## src/rtl/id_stage_reg_if.sv

```systemverilog
// IF->ID stage bus: fetch-side handshake, flush, and the ID-side outputs.
// The stage itself connects through the slave modport; the fetch/decode
// environment connects through the master modport.
interface id_stage_reg_if #(
   parameter int unsigned XLEN  = 32,
   parameter int unsigned NTYPE = 5
);
   logic              if_valid;
   logic              if_ready;
   logic [31:0]       if_instr;
   logic [XLEN-1:0]   if_pc;
   logic              flush;
   logic              id_ready;
   logic              id_valid;
   logic [31:0]       id_instr;
   logic [XLEN-1:0]   id_pc;
   logic [NTYPE-1:0]  id_instr_type;
   logic              id_illegal;

   modport slave (
      input  if_valid, if_instr, if_pc, flush, id_ready,
      output if_ready, id_valid, id_instr, id_pc, id_instr_type, id_illegal
   );

   modport master (
      output if_valid, if_instr, if_pc, flush, id_ready,
      input  if_ready, id_valid, id_instr, id_pc, id_instr_type, id_illegal
   );
endinterface

```

## src/rtl/id_stage_reg.sv

```systemverilog
// IF->ID pipeline register with a 2-entry skid buffer and one-hot opcode
// type decode (bit order B,I,J,S,U = 0..4; all-zero for R-type/unknown).
// if_ready is registered, so no combinational path reaches fetch.
// Optional feature macro: ILL_INSTR_CHECK_EN (registers id_illegal for
// unrecognised opcodes; when undefined id_illegal is tied 0).
module id_stage_reg #(
   parameter int unsigned     XLEN        = 32,
   parameter logic [31:0]     RESET_INSTR = 32'h0000_0013,
   parameter logic [XLEN-1:0] RESET_PC    = '0
) (
   input logic           clk,
   input logic           rst,
   id_stage_reg_if.slave bus
);
   localparam int unsigned NTYPE   = 5;
   localparam int unsigned B_INDEX = 0;
   localparam int unsigned I_INDEX = 1;
   localparam int unsigned J_INDEX = 2;
   localparam int unsigned S_INDEX = 3;
   localparam int unsigned U_INDEX = 4;

   function automatic logic [NTYPE-1:0] f_decode(input logic [31:0] instr);
      logic [NTYPE-1:0] t;
      t = '0;
      if (instr[1:0] == 2'b11) begin
         case (instr[6:2])
            5'b00000, 5'b00011, 5'b00100,
            5'b11001, 5'b11100:  t[I_INDEX] = 1'b1;
            5'b00110:            t[I_INDEX] = (XLEN == 64);
            5'b01000:            t[S_INDEX] = 1'b1;
            5'b11000:            t[B_INDEX] = 1'b1;
            5'b11011:            t[J_INDEX] = 1'b1;
            5'b01101, 5'b00101:  t[U_INDEX] = 1'b1;
            default:             t = '0;
         endcase
      end
      return t;
   endfunction

   logic              r_id_valid;
   logic              r_skid_valid;
   logic              r_if_ready;
   logic [31:0]       r_id_instr;
   logic [XLEN-1:0]   r_id_pc;
   logic [NTYPE-1:0]  r_id_type;
   logic [31:0]       r_skid_instr;
   logic [XLEN-1:0]   r_skid_pc;
   logic [NTYPE-1:0]  r_skid_type;

   logic              w_accept;
   logic              w_drain;
   logic              w_main_open;
   logic              w_skid2main;
   logic              w_if2main;
   logic              w_if2skid;
   logic              w_main_valid_nxt;
   logic              w_skid_valid_nxt;
   logic [NTYPE-1:0]  w_if_type;

   assign w_if_type   = f_decode(bus.if_instr);
   assign w_accept    = bus.if_valid && r_if_ready;
   assign w_drain     = r_id_valid && bus.id_ready;
   assign w_main_open = !r_id_valid || w_drain;
   // Skid contents always take precedence over fetch so ordering holds;
   // if_ready is low whenever skid is full, so both never compete.
   assign w_skid2main = r_skid_valid && w_drain;
   assign w_if2main   = w_accept && w_main_open && !r_skid_valid;
   assign w_if2skid   = w_accept && !w_main_open;

   assign w_main_valid_nxt = w_skid2main || w_if2main || (r_id_valid && !w_drain);
   assign w_skid_valid_nxt = w_if2skid || (r_skid_valid && !w_drain);

   // Occupancy flags and registered ready; flush empties both entries.
   always_ff @(posedge clk or posedge rst) begin
      if (rst) begin
         r_id_valid   <= 1'b0;
         r_skid_valid <= 1'b0;
         r_if_ready   <= 1'b1;
      end else if (bus.flush) begin
         r_id_valid   <= 1'b0;
         r_skid_valid <= 1'b0;
         r_if_ready   <= 1'b1;
      end else begin
         r_id_valid   <= w_main_valid_nxt;
         r_skid_valid <= w_skid_valid_nxt;
         r_if_ready   <= ~w_skid_valid_nxt;
      end
   end

   // Data registers load only on capture, keeping outputs stable under stall.
   always_ff @(posedge clk or posedge rst) begin
      if (rst) begin
         r_id_instr   <= RESET_INSTR;
         r_id_pc      <= RESET_PC;
         r_id_type    <= f_decode(RESET_INSTR);
         r_skid_instr <= '0;
         r_skid_pc    <= '0;
         r_skid_type  <= '0;
      end else if (!bus.flush) begin
         if (w_skid2main) begin
            r_id_instr <= r_skid_instr;
            r_id_pc    <= r_skid_pc;
            r_id_type  <= r_skid_type;
         end else if (w_if2main) begin
            r_id_instr <= bus.if_instr;
            r_id_pc    <= bus.if_pc;
            r_id_type  <= w_if_type;
         end
         if (w_if2skid) begin
            r_skid_instr <= bus.if_instr;
            r_skid_pc    <= bus.if_pc;
            r_skid_type  <= w_if_type;
         end
      end
   end

`ifdef ILL_INSTR_CHECK_EN
   logic r_id_illegal;
   logic r_skid_illegal;
   logic w_if_rtype;
   logic w_if_illegal;

   assign w_if_rtype   = (bus.if_instr[6:0] == 7'b0110011) ||
                         ((XLEN == 64) && (bus.if_instr[6:0] == 7'b0111011));
   assign w_if_illegal = (w_if_type == '0) && !w_if_rtype;

   // Illegal flag travels with its instruction through skid and main.
   always_ff @(posedge clk or posedge rst) begin
      if (rst) begin
         r_id_illegal   <= 1'b0;
         r_skid_illegal <= 1'b0;
      end else if (!bus.flush) begin
         if (w_skid2main)    r_id_illegal <= r_skid_illegal;
         else if (w_if2main) r_id_illegal <= w_if_illegal;
         if (w_if2skid)      r_skid_illegal <= w_if_illegal;
      end
   end

   assign bus.id_illegal = r_id_illegal;
`else
   assign bus.id_illegal = 1'b0;
`endif

   assign bus.if_ready      = r_if_ready;
   assign bus.id_valid      = r_id_valid;
   assign bus.id_instr      = r_id_instr;
   assign bus.id_pc         = r_id_pc;
   assign bus.id_instr_type = r_id_type;
endmodule

```

## src/flat_wrapper.sv

```systemverilog
// flat-port wrapper written by rule: the top's interface ports become plain ports
module id_stage_reg_flat 
#(
   parameter int unsigned     XLEN        = 32,
   parameter logic [31:0]     RESET_INSTR = 32'h0000_0013,
   parameter logic [XLEN-1:0] RESET_PC    = '0
)
  (clk, rst, bus_if_valid, bus_if_instr, bus_if_pc, bus_flush, bus_id_ready, bus_if_ready, bus_id_valid, bus_id_instr, bus_id_pc, bus_id_instr_type, bus_id_illegal);
  id_stage_reg_if #(.XLEN(XLEN), .NTYPE(5)) bus_i ();
  input logic clk;
  input logic rst;
  input wire logic [$bits(bus_i.if_valid)-1:0] bus_if_valid;
  input wire logic [$bits(bus_i.if_instr)-1:0] bus_if_instr;
  input wire logic [$bits(bus_i.if_pc)-1:0] bus_if_pc;
  input wire logic [$bits(bus_i.flush)-1:0] bus_flush;
  input wire logic [$bits(bus_i.id_ready)-1:0] bus_id_ready;
  output wire logic [$bits(bus_i.if_ready)-1:0] bus_if_ready;
  output wire logic [$bits(bus_i.id_valid)-1:0] bus_id_valid;
  output wire logic [$bits(bus_i.id_instr)-1:0] bus_id_instr;
  output wire logic [$bits(bus_i.id_pc)-1:0] bus_id_pc;
  output wire logic [$bits(bus_i.id_instr_type)-1:0] bus_id_instr_type;
  output wire logic [$bits(bus_i.id_illegal)-1:0] bus_id_illegal;
  assign bus_i.if_valid = bus_if_valid;
  assign bus_i.if_instr = bus_if_instr;
  assign bus_i.if_pc = bus_if_pc;
  assign bus_i.flush = bus_flush;
  assign bus_i.id_ready = bus_id_ready;
  assign bus_if_ready = bus_i.if_ready;
  assign bus_id_valid = bus_i.id_valid;
  assign bus_id_instr = bus_i.id_instr;
  assign bus_id_pc = bus_i.id_pc;
  assign bus_id_instr_type = bus_i.id_instr_type;
  assign bus_id_illegal = bus_i.id_illegal;
  id_stage_reg #(.XLEN(XLEN), .RESET_INSTR(RESET_INSTR), .RESET_PC(RESET_PC)) u_core (.clk(clk), .rst(rst), .bus(bus_i));
endmodule
```

## config.mk

```make
export PLATFORM = sky130hd
export DESIGN_NAME = id_stage_reg_flat
export DESIGN_NICKNAME = d
export VERILOG_FILES = /design/src/rtl/id_stage_reg_if.sv /design/src/rtl/id_stage_reg.sv /design/src/flat_wrapper.sv
export SDC_FILE = /design/constraint.sdc
export NUM_CORES = 1
export LEC_CHECK = 0
export CORE_ASPECT_RATIO = 1.75
export CORE_MARGIN = 2
export CORE_UTILIZATION = 33
export CTS_BUF_LIST = sky130_fd_sc_hd__clkbuf_8
export DETAILED_ROUTE_END_ITERATION = 12
export GPL_ROUTABILITY_DRIVEN = 0
export GPL_TIMING_DRIVEN = 1
export PLACE_DENSITY_LB_ADDON = 0.08
export SYNTH_ARGS = -nofsm -noshare
export SYNTH_HDL_FRONTEND = slang
export SYNTH_SLANG_ARGS = --single-unit
```

## constraint.sdc

```tcl
create_clock -name clk -period 7.25 [get_ports clk]
set_input_delay 1.45 -clock clk [delete_from_list [all_inputs] [get_ports clk]]
set_output_delay 1.45 -clock clk [all_outputs]
set_load 0.1 [all_outputs]
```

# Word level (Yosys, flattened, before mapping)
# Cells that the tools add are included.
# totals
elab_cells	58
out_inout_bits	72
input_bits	69
reg_bits	141
# op_classes
n_mux	15
n_bitwise	2
n_reduce_logical	22
eq_ne	10
# op_table
cell	count
2-to-1 mux 32 bit	4
== test 5 bit, second input constant	4
2-to-1 mux 5 bit	3
== test 5 x 3 -> 1 bit, second input constant	2
== test 5 x 4 -> 1 bit, second input constant	2
logical AND 1 bit	8
2-to-1 mux 1 bit	8
== test 5 x 2 -> 1 bit, second input constant	1
zero test 5 bit	1
OR reduction 5 bit	1
zero test 1 bit	4
logical OR 1 bit	4
AND reduction 2 bit	2
== test 2 bit, second input constant	1
NOT 1 bit	2
nonzero test 2 bit	1
OR reduction 2 bit	1

# Longest topological paths before layout
# logic_depth
ltp_word	7
mapped_depth	6
ltp_nobuf	4

# Worst setup path after synthesis
# OpenSTA, ideal clock, no wires.
# synth_path
path_kind	input port to flip-flop
from	input bus_id_ready
to	register u_core.r_skid_instr[10]
t_arrival_ns	2.564
required_time_ns	7.125
path_stages	4
slack_ns	4.561
setup_ns	0.125
n_path_buf	1
cell_sequence	or3b_1 -> nor2_4 -> buf_4 -> mux2_2
# synth_via
elab_chain_len	5
# synth_lines
item	line	text
start: declaration	flat_wrapper.sv:16	input wire logic [$bits(bus_i.id_ready)-1:0] bus_id_ready;
logical AND 1 bit	id_stage_reg.sv:62	assign w_drain = r_id_valid && bus.id_ready;
logical OR 1 bit	id_stage_reg.sv:63	assign w_main_open = !r_id_valid || w_drain;
zero test 1 bit	id_stage_reg.sv:68	assign w_if2skid = w_accept && !w_main_open;
logical AND 1 bit	id_stage_reg.sv:68	
AND reduction 2 bit (no source line)	-	
end signal: assignment	id_stage_reg.sv:110	r_skid_instr <= bus.if_instr;
end: declaration	id_stage_reg.sv:46	logic [31:0] r_skid_instr;
# No other way between the ends.
# A chain may end at the register's enable or synchronous reset.

# Worst setup path in the final report
# layout_path
from	input bus_id_ready
to	register u_core.r_skid_pc[13]
# layout_via
elab_chain_len	5
# layout_lines
item	line	text
logical AND 1 bit	id_stage_reg.sv:62	
logical OR 1 bit	id_stage_reg.sv:63	
zero test 1 bit	id_stage_reg.sv:68	
logical AND 1 bit	id_stage_reg.sv:68	
AND reduction 2 bit (no source line)	-	
end signal: assignment	id_stage_reg.sv:111	r_skid_pc <= bus.if_pc;
end: declaration	id_stage_reg.sv:47	logic [XLEN-1:0] r_skid_pc;
# No other way between the ends.

==> results.cfg <==
[power_and_ir_drop]
vdd_drop_max_mv = 0.171
p_leak_nw = 3.29
cellPowerDensity_nw_per_um2 = 366
post-layout-total-power_w = 0.00289

[setup_path]
cp_top_family = simple AND/OR/NAND/NOR gates
timing.critical_path.buf_inv = 2
critical_path.endpoint_type = flop
worstPathMaxFanout = 42
timing.setup.critical_path_class = input pin to flop
worst_ep_arrival_time_ns = 4.20
rrSetupSlack_ns = 4.44
cp_slowest_cell = sky130_fd_sc_hd__nor2_4
worstSetupStartpointType = input pin
crit_path_max_incr_delay_ns = 0.71
r2r_start = u_core.bus.id_valid$_DFF_PP0_
worst_reg2reg_path_length_in_cells = 4
ordered_cell_list_for_the_critical_path = clkdlybuf4s50_1, or3b_1, nor2_4, buf_4, mux2_2
worst_r2r_endpoint = u_core.r_skid_pc[13]$_DFFE_PP0P_
worst_ep_required_time_ns = 7.56

[cts]
tritoncts = done
cts_max_path_buffers = 2
number_of_buffers_added_by_the_clock_tree_synthesis_step = 17
clkTransAtPathRegs_ns = 0.07
cts.hold.buffers_added = 0
cts.sinks = 141
cts.repair_timing.setup_buffer_count = 0
worst_skew_pair.late_latency_ns = 0.43
htreeDepth = 4
post_cts_resized = 0
clockRootBuffer = sky130_fd_sc_hd__clkbuf_8

[grt]
grt_most_used_layer = met2
gr-total-overflow = 0
antenna_found_initial = 0
grt_use_met3_pct = 3.98
first_global_vias = 4686
grt_max_degree = 90
gr-usage-met2_pct = 27.7
track_usage_pct = 15.8
grt_first_pass_wirelength_um = 24100
use_met1_pct = 18.7

[yosys]
syn_area_sq_um = 5930
synthCells = 555
postSynthNetCount = 624
synth.yosys.seq_area_share_pct = 59.6
syn_avg_cell_area_sq_um = 10.7
synth_cell_type_count = 35
synth_edf_count = 0
ys.flop_type = sky130_fd_sc_hd__dfrtp_1
total_of_flip_flops_plus_latches_after_synthesis = 141
share_of_synthesized_flip_flops_with_an_asynchronous_set_or_reset_pct = 100
yosys_warnings = 0

[detailed_routing]
avgRoutedWirePerCell_um = 15.5
vias = 4430
drt_drc_violations_left = 0
wirelength_um = 14300
post_drt_via_cell_ratio = 4.80
first_pass_iters = 4
detailedRoute.firstIterationViolations = 124
final_antenna_net_count = 0

[timing]
pins_over_their_slew_limit = 0
timing.fmax_ghz = 0.257
postLayoutSetupSlackWorst_ns = 3.36
finalHoldViolations = 0
layout_worst_path_cycle_share_pct = 53.6
setup_viol_count_final = 0
slew_headroom_pct = 31.3
max_slew.worst_pin.slew_ns = 1.03
fin_skew_ns = 0.0155
tns_setup_ns = 0
rsz_0062_raised_after_global_routing = no
post_layout_minimum_cycle_time_ns = 3.89

[place]
dp_cells = 891
post-dp-hpwl_um = 9330
io_buffer_count = 139
detailedPlace.worstSlack_ns = 2.88

[floorplan]
die_height_um = 181
fp.coreArea_sq_um = 17500
chipWidth_um = 105
std_cell_rows = 64
pin_count = 141
floorplan.initialDensity_pct = 33.8
floorplan.die_area_sq_um = 19100

[hold_path]
whs_endpoint = u_core.r_skid_instr[1]$_DFFE_PP0P_
min_path_type = flop to flop
worst_hold_startpoint = u_core.r_skid_instr[1]$_DFFE_PP0P_
timing.hold.worst_path_depth = 1

[layout]
final_net_count = 748
drive_above_1_share_pct = 15.3
fin_cells = 922
syn_to_final_growth_pct = 32.7
leading_cell_types_in_the_layout_fill_and_taps_excluded = sky130_fd_sc_hd__clkdlybuf4s50_1, sky130_fd_sc_hd__dfrtp_1, sky130_fd_sc_hd__nand2_1
fin_util_pct = 44.9
most_common_library_cell_in_the_layout_ignoring_fill_and_taps = sky130_fd_sc_hd__clkdlybuf4s50_1
num_antenna_cells = 0

[status]
run_status = complete, no violations

[job]
max-cap-violations = 0
-- Yosys cell counts (2+ instances only) --
master / instances / area share [%]
sky130_fd_sc_hd__mux2_2: 61 / 12
sky130_fd_sc_hd__inv_1: 5 / 0.32
sky130_fd_sc_hd__dfrtp_1: 136 / 57
sky130_fd_sc_hd__a21oi_1: 5 / 0.42
sky130_fd_sc_hd__a31oi_1: 67 / 7.1
sky130_fd_sc_hd__buf_4: 10 / 1.3
sky130_fd_sc_hd__nor4b_1: 2 / 0.30
sky130_fd_sc_hd__nand2_1: 135 / 8.5
sky130_fd_sc_hd__clkbuf_1: 14 / 0.89
sky130_fd_sc_hd__o21ai_0: 2 / 0.17
sky130_fd_sc_hd__nand3_1: 3 / 0.25
sky130_fd_sc_hd__mux2_1: 6 / 1.1
sky130_fd_sc_hd__buf_2: 14 / 1.2
sky130_fd_sc_hd__and3_1: 2 / 0.21
sky130_fd_sc_hd__dfstp_2: 5 / 2.2
sky130_fd_sc_hd__nor2_1: 69 / 4.4
-- worst max-delay path by stage --
stage	start	end	cells past startpoint
5_1_grt	bus_id_ready	u_core.r_skid_pc[18]$_DFFE_PP0P_	5
3_3_place_gp	bus_id_ready	u_core.r_skid_pc[26]$_DFFE_PP0P_	5
4_1_cts	bus_id_ready	u_core.r_skid_pc[5]$_DFFE_PP0P_	5
3_5_place_dp	bus_id_ready	u_core.r_skid_pc[23]$_DFFE_PP0P_	5
2_1_floorplan	rst	u_core.bus.id_instr[10]$_DFFE_PP0P_	1
6_report	bus_id_ready	u_core.r_skid_pc[13]$_DFFE_PP0P_	5
-- layer usage --
metal,vias up,part of all wire [%]
met1,2176,41
met4,0,1.5
met5,-,0
met2,109,53
li1,2132,-
met3,13,4.6
-- registers in the layout, summed over array words and instances, names as in the netlist --
| register | count |
|---|---|
| u_core.r_skid_instr | 32 |
| u_core.bus.id_instr | 32 |
| u_core.bus.id_pc | 32 |
| u_core.r_skid_valid | 1 |
| u_core.r_skid_pc | 32 |
| u_core.bus.id_instr_type | 5 |
| u_core.bus.if_ready | 1 |
| u_core.r_skid_type | 5 |
| u_core.bus.id_valid | 1 |
-- kinds of logic after synthesis --
kind of cell / synth area share, %
AO/OA/AOI/OAI: 8.92
buffers and inverters: 3.71
flip-flops: 59.6
multiplexers: 12.9
other: 0.0632
AND/OR/NAND/NOR: 14.8
-- per-stage QoR --
stage	hold slack [ns]	area (sq um)
2_1_floorplan	0.458	5930
3_3_place_gp	0.469	7470
3_5_place_dp	0.479	7470
4_1_cts	0.497	7870
5_1_grt	0.516	7870
6_report	0.489	7870
-- power by group --
part,switching (W),internal (W),total [W]
Sequential,0.000110,0.000995,0.00111
Clock,0.000315,0.000340,0.000655
Combinational,0.000810,0.000315,0.00112
-- cell type report --
cell class / count / area, sq um
fill: 1690 / 9660
tap: 231 / 289
sequential: 141 / 3530
multi-input combinational: 370 / 2190
clock inverter: 14 / 171
clock buffer: 17 / 234
timing repair buffer: 144 / 1430
inverter: 5 / 23.8
No activity file was read; power rests on OpenSTA's default activity.
